==> src/rtl/press_sequencer_if.sv <==
// Button-in / pulse-out bundle for the Morse-style press sequencer.
// The driver of btn_i uses master; the sequencer itself uses slave.
interface press_sequencer_if;
    logic       btn_i;
    logic       dot_o;
    logic       dash_o;
    logic       illegal_o;
    logic       char_end_o;
    logic       word_end_o;
    logic [2:0] state_o;

    modport master (
        output btn_i,
        input  dot_o, dash_o, illegal_o, char_end_o, word_end_o, state_o
    );

    modport slave (
        input  btn_i,
        output dot_o, dash_o, illegal_o, char_end_o, word_end_o, state_o
    );
endinterface

==> src/rtl/press_sequencer.sv <==
// Classifies button presses into dot/dash/illegal and gaps into character/word
// ends, timing every interval with one shared saturating counter.
module press_sequencer #(
    parameter int DASH_TICKS    = 3,
    parameter int ILLEGAL_TICKS = 8,
    parameter int CHAR_TICKS    = 4,
    parameter int WORD_TICKS    = 10
) (
    input  logic               clk,
    input  logic               reset,
    press_sequencer_if.slave   bus
);
    localparam int MAX_TICKS = (ILLEGAL_TICKS > WORD_TICKS) ? ILLEGAL_TICKS : WORD_TICKS;
    localparam int CNT_W     = $clog2(MAX_TICKS + 1);

    localparam logic [CNT_W-1:0] CNT_ONE     = CNT_W'(1);
    localparam logic [CNT_W-1:0] CNT_MAX     = {CNT_W{1'b1}};
    localparam logic [CNT_W-1:0] DASH_CNT    = CNT_W'(DASH_TICKS);
    localparam logic [CNT_W-1:0] ILLEGAL_CNT = CNT_W'(ILLEGAL_TICKS);
    localparam logic [CNT_W-1:0] CHAR_CNT    = CNT_W'(CHAR_TICKS);
    localparam logic [CNT_W-1:0] WORD_CNT    = CNT_W'(WORD_TICKS);

    generate
        if (!(DASH_TICKS > 1 && DASH_TICKS < ILLEGAL_TICKS)) begin : g_bad_press_params
            $error("press_sequencer: need 1 < DASH_TICKS < ILLEGAL_TICKS");
        end
        if (!(CHAR_TICKS > 1 && CHAR_TICKS < WORD_TICKS)) begin : g_bad_gap_params
            $error("press_sequencer: need 1 < CHAR_TICKS < WORD_TICKS");
        end
    endgenerate

    typedef enum logic [2:0] {
        IDLE      = 3'd0,
        PRESS     = 3'd1,
        HOLD      = 3'd2,
        GAP       = 3'd3,
        WAIT_WORD = 3'd4
    } state_e;

    state_e           state_reg;
    logic [CNT_W-1:0] cnt_reg;
    logic [CNT_W-1:0] cnt_next;
    logic             dot_reg;
    logic             dash_reg;
    logic             illegal_reg;
    logic             char_end_reg;
    logic             word_end_reg;

    // Saturating increment: the counter never wraps back into a threshold.
    always_comb begin
        cnt_next = cnt_reg;
        if (cnt_reg != CNT_MAX) begin
            cnt_next = cnt_reg + CNT_ONE;
        end
    end

    always_ff @(posedge clk) begin
        if (reset) begin
            state_reg    <= IDLE;
            cnt_reg      <= '0;
            dot_reg      <= 1'b0;
            dash_reg     <= 1'b0;
            illegal_reg  <= 1'b0;
            char_end_reg <= 1'b0;
            word_end_reg <= 1'b0;
        end else begin
            dot_reg      <= 1'b0;
            dash_reg     <= 1'b0;
            illegal_reg  <= 1'b0;
            char_end_reg <= 1'b0;
            word_end_reg <= 1'b0;

            case (state_reg)
                IDLE: begin
                    if (bus.btn_i) begin
                        state_reg <= PRESS;
                        cnt_reg   <= CNT_ONE;
                    end else begin
                        cnt_reg <= '0;
                    end
                end

                PRESS: begin
                    if (bus.btn_i) begin
                        cnt_reg <= cnt_next;
                        if (cnt_next == ILLEGAL_CNT) begin
                            illegal_reg <= 1'b1;
                            state_reg   <= HOLD;
                        end
                    end else begin
                        // The release sample is the first low sample of the gap.
                        if (cnt_reg < DASH_CNT) begin
                            dot_reg <= 1'b1;
                        end else begin
                            dash_reg <= 1'b1;
                        end
                        state_reg <= GAP;
                        cnt_reg   <= CNT_ONE;
                    end
                end

                HOLD: begin
                    if (!bus.btn_i) begin
                        state_reg <= IDLE;
                        cnt_reg   <= '0;
                    end else begin
                        cnt_reg <= cnt_next;
                    end
                end

                GAP: begin
                    if (bus.btn_i) begin
                        state_reg <= PRESS;
                        cnt_reg   <= CNT_ONE;
                    end else begin
                        cnt_reg <= cnt_next;
                        if (cnt_next == CHAR_CNT) begin
                            char_end_reg <= 1'b1;
                            state_reg    <= WAIT_WORD;
                        end
                    end
                end

                WAIT_WORD: begin
                    if (bus.btn_i) begin
                        state_reg <= PRESS;
                        cnt_reg   <= CNT_ONE;
                    end else if (cnt_next == WORD_CNT) begin
                        word_end_reg <= 1'b1;
                        state_reg    <= IDLE;
                        cnt_reg      <= '0;
                    end else begin
                        cnt_reg <= cnt_next;
                    end
                end

                default: begin
                    state_reg <= IDLE;
                    cnt_reg   <= '0;
                end
            endcase
        end
    end

    assign bus.dot_o      = dot_reg;
    assign bus.dash_o     = dash_reg;
    assign bus.illegal_o  = illegal_reg;
    assign bus.char_end_o = char_end_reg;
    assign bus.word_end_o = word_end_reg;
    assign bus.state_o    = state_reg;
endmodule

==> src/flat_wrapper.sv <==
// flat-port wrapper written by rule: the top's interface ports become plain ports
module press_sequencer_flat 
#(
    parameter int DASH_TICKS    = 3,
    parameter int ILLEGAL_TICKS = 8,
    parameter int CHAR_TICKS    = 4,
    parameter int WORD_TICKS    = 10
)
  (clk, reset, bus_btn_i, bus_dot_o, bus_dash_o, bus_illegal_o, bus_char_end_o, bus_word_end_o, bus_state_o);
  press_sequencer_if bus_i ();
  input  logic clk;
  input  logic reset;
  input wire logic [$bits(bus_i.btn_i)-1:0] bus_btn_i;
  output wire logic [$bits(bus_i.dot_o)-1:0] bus_dot_o;
  output wire logic [$bits(bus_i.dash_o)-1:0] bus_dash_o;
  output wire logic [$bits(bus_i.illegal_o)-1:0] bus_illegal_o;
  output wire logic [$bits(bus_i.char_end_o)-1:0] bus_char_end_o;
  output wire logic [$bits(bus_i.word_end_o)-1:0] bus_word_end_o;
  output wire logic [$bits(bus_i.state_o)-1:0] bus_state_o;
  assign bus_i.btn_i = bus_btn_i;
  assign bus_dot_o = bus_i.dot_o;
  assign bus_dash_o = bus_i.dash_o;
  assign bus_illegal_o = bus_i.illegal_o;
  assign bus_char_end_o = bus_i.char_end_o;
  assign bus_word_end_o = bus_i.word_end_o;
  assign bus_state_o = bus_i.state_o;
  press_sequencer #(.DASH_TICKS(DASH_TICKS), .ILLEGAL_TICKS(ILLEGAL_TICKS), .CHAR_TICKS(CHAR_TICKS), .WORD_TICKS(WORD_TICKS)) u_core (.clk(clk), .reset(reset), .bus(bus_i));
endmodule
==> config.mk <==
export PLATFORM = sky130hd
export DESIGN_NAME = press_sequencer_flat
export DESIGN_NICKNAME = d
export VERILOG_FILES = /design/src/rtl/press_sequencer_if.sv /design/src/rtl/press_sequencer.sv /design/src/flat_wrapper.sv
export SDC_FILE = /design/constraint.sdc
export NUM_CORES = 1
export LEC_CHECK = 0
export ABC_AREA = 1
export ABC_CLOCK_PERIOD_IN_PS = 1760
export CAP_MARGIN = 10
export CORE_ASPECT_RATIO = 1.1
export CORE_MARGIN = 2
export CORE_UTILIZATION = 40
export DETAILED_ROUTE_END_ITERATION = 10
export PLACE_DENSITY = 0.61
export SLEW_MARGIN = 20
export SYNTH_ARGS = -nofsm -noshare
export SYNTH_HDL_FRONTEND = slang
export SYNTH_SLANG_ARGS = --single-unit
==> constraint.sdc <==
create_clock -name clk -period 1.76 [get_ports clk]
set_input_delay 0.352 -clock clk [delete_from_list [all_inputs] [get_ports clk]]
set_output_delay 0.352 -clock clk [all_outputs]
set_load 0.05 [all_outputs]
==> out/results.tsv, run 1 <==
metric	value	unit
hold_viol	0	
finalSetupViolCount	0	
cts_num_sinks	12	
hold_path_class	flop to flop	
dr.pass1.iters	4	
multi_input_area	455.4	sq um
power.internal	714.6	uW
vias	786	
grt_max_degree	11	
grt_use_total	18.40	%
port_buffers	10	
placed_area	910.9	sq um
area_growth	30.78	%
powerDensity	1296	nW/um^2
worstPathArrival	1780	ps
ir_worst_vdd	715.6	uV
critical_path.max_fanout	8	
overflow	0	
place.gp.congestion	0.8571	
status	complete, no violations	
avgRoutedWirePerCell	11.27	um
synth-main-ff-cell	dfxtp_1	
synth_area_leaders	dfxtp_1 (32%), nand2_1 (14%), nor2_1 (8.0%), inv_1 (7.0%), nand2_2 (5.0%)	
r2r_setup_slack	160	ps
rsz0062_at_grt	false	
slew_violations	0	
fillers	176	
clk_latency	280	ps
drt_iter0_markers	28	
viasPerCell	5.104	
syn_area_per_cell	6.596	sq um
drc	0	
grt_pass1_vias	724	
h-tree-depth	1	
largest_register_ffs	4	
synth.net_count	119	
final_layout_size_suffix_gt1_share	32.35	%
place_inst	150	
ys_top_cells_by_count	nand2_1 (29), nor2_1 (16), inv_1 (14)	
root_buffer	clkbuf_4	
netSwitchingFraction	43.92	%
async_reset_ff_share	0	%
dieArea	2243	sq um
io_pins	11	
numCtsBuffers	3	
initial_core_util	42.21	%
yosysMostFrequentCell	nand2_1	
synthCells	114	
tightest_slew	317.6	ps
cts_tree	built	
crit_type	flop to flop	
fp-row-count	16	
fin_cells	154	
finalClockSkew	3.958	ps
ff_latch_area	246.5	sq um
min_period	1596	ps
final_cell_area	983.4	sq um
hpwl	1361	um
seq_area_frac_synth	31.95	%
antenna_cells	0	
total_leakage_power	0.0004447	uW
core-area	1782	sq um
synth.top_cell.area_share	31.95	%
grt_first_pass_wirelength	3022	um
worst_setup_path_end_kind	flop	
p_switching	559.6	uW
clock_path_buffers	2	
syn_area	752.0	sq um
synth.distinct_cells	23	
clkPwrFrac	18.1	%
startpoint_type	flop	
synth_edf_count	0	
die_y	49.48	um
wirelength	1735	um
drtAntennaViolNets	0	
maxCapViolCount	0	
max_freq	626.6	MHz
ys_warn_count	0	
yosys.area.top_type	dfxtp_1	
critPathRequiredTime	1940	ps
p_seq_share	28.9	%
pwr-share-comb	53.0	%
cts_hold_buf	0	
final_nets	142	
antenna_found_initial	0	
die-width	45.34	um
totalPowerFinal	1274	uW
relSlewSlack	78.76	%
fin_util	55.20	%
clk_pin_slew	90	ps
ys_seq_elements	12	
min_period_over_period	90.67	%
## stage by stage
stage / hold slack (ps) / setup WS, ps / setup TNS [ps]
2_1_floorplan: 512.8 / 182.5 / 0
3_3_place_gp: 580.6 / -26.19 / -26.19
3_5_place_dp: 574.9 / -22.05 / -26.95
4_1_cts: 589.8 / 40.19 / 0
5_1_grt: 600.7 / 45.26 / 0
6_report: 564.7 / 164.2 / 0
## cell usage in the layout, fill, tap and decap left out, drive strengths merged
master	n
nor3b	1
clkbuf	4
clkdlybuf4s50	2
o22ai	1
nor4	3
nor3	2
a21oi	3
o21bai	1
inv	16
a31oi	4
o21ai	2
buf	19
nand4	5
nor2	19
ha	2
dfxtp	12
nand2	36
nand3	4
## final timing paths
| kind | start | cells after the start | to |
|---|---|---|---|
| worst min register to register | u_core.cnt_reg[2]$_SDFF_PP0_ | 1 | u_core.bus.dot_o$_SDFF_PP0_ |
| worst max register to register | u_core.cnt_reg[0]$_SDFF_PP0_ | 10 | u_core.bus.state_o[1]$_SDFFE_PP0P_ |
| worst max-delay path | u_core.cnt_reg[0]$_SDFF_PP0_ | 10 | u_core.bus.state_o[1]$_SDFFE_PP0P_ |
| worst min-delay path | u_core.cnt_reg[2]$_SDFF_PP0_ | 1 | u_core.bus.dot_o$_SDFF_PP0_ |
## layer usage
layer | up-vias | share of wire, % | global-route usage, %
li1 | 407 | - | -
met1 | 353 | 43 | 22.35
met2 | 24 | 51 | 30.00
met3 | 2 | 5.8 | 6.593
met4 | 0 | 0.81 | 4.902
met5 | - | 0 | 0
## power groups by stage
stage                     combinational (uW)  clock, uW  sequential (uW)
final                                    675        231              368
after global routing                     754        254              375
after CTS                                644        235              355
after detailed placement                 641          0              361
after global placement                   639          0              358
after floorplan                          366          0              452
## kinds of logic (layout without fill, tap and decap cells)
group	count (synthesis)	after routing	share of synthesized area, %
AOI/OAI and AO/OA	11	11	9.483
adders and majority gates	2	2	3.327
buffers and inverters	19	41	11.48
DFF	12	12	31.95
and+or+nand+nor	70	70	43.76
## final cells by class
class / instances / area share (%)
multi-input combinational: 83 / 46.31
sequential: 12 / 25.06
clock buffer: 4 / 3.690
timing repair buffer: 21 / 16.54
inverter: 16 / 6.107
tap: 18 / 2.290
## what timing repair did
item / 4_1_cts / 5_1_grt
setup buffers: 0 / 0
endpoints found under the setup margin: 1 / 2
resized for setup: 1 / 7
pin swaps: 0 / 2
## critical path, stage by stage (launching register included)
cell and delay, ps:
dfxtp_4 370, ha_4 190, buf_4 140, nand2_2 60, nand3_1 150, nor2_2 150, nand2_2 60, nand2_2 60
nand2_2 80, nor3b_2 180, nor2_1 60
(Power assumes the default switching activity.)
==> run 2, diff against run 1 <==
--- a/config.mk
+++ b/config.mk
@@ -12,6 +12,7 @@
 export CORE_MARGIN = 2
 export CORE_UTILIZATION = 40
 export DETAILED_ROUTE_END_ITERATION = 10
+export GPL_ROUTABILITY_DRIVEN = 0
 export PLACE_DENSITY = 0.61
 export SLEW_MARGIN = 20
 export SYNTH_ARGS = -nofsm -noshare
==> results of run 2 <==
Same layout as run 1: the final DEF is identical, and so are final timing and power.
==> run 3, diff against run 2 <==
--- a/config.mk
+++ b/config.mk
@@ -13,6 +13,7 @@
 export CORE_UTILIZATION = 40
 export DETAILED_ROUTE_END_ITERATION = 10
 export GPL_ROUTABILITY_DRIVEN = 0
+export HOLD_SLACK_MARGIN = 0.06
 export PLACE_DENSITY = 0.61
 export SLEW_MARGIN = 20
 export SYNTH_ARGS = -nofsm -noshare
==> results of run 3 <==
Same layout as run 1: the final DEF is identical, and so are final timing and power.
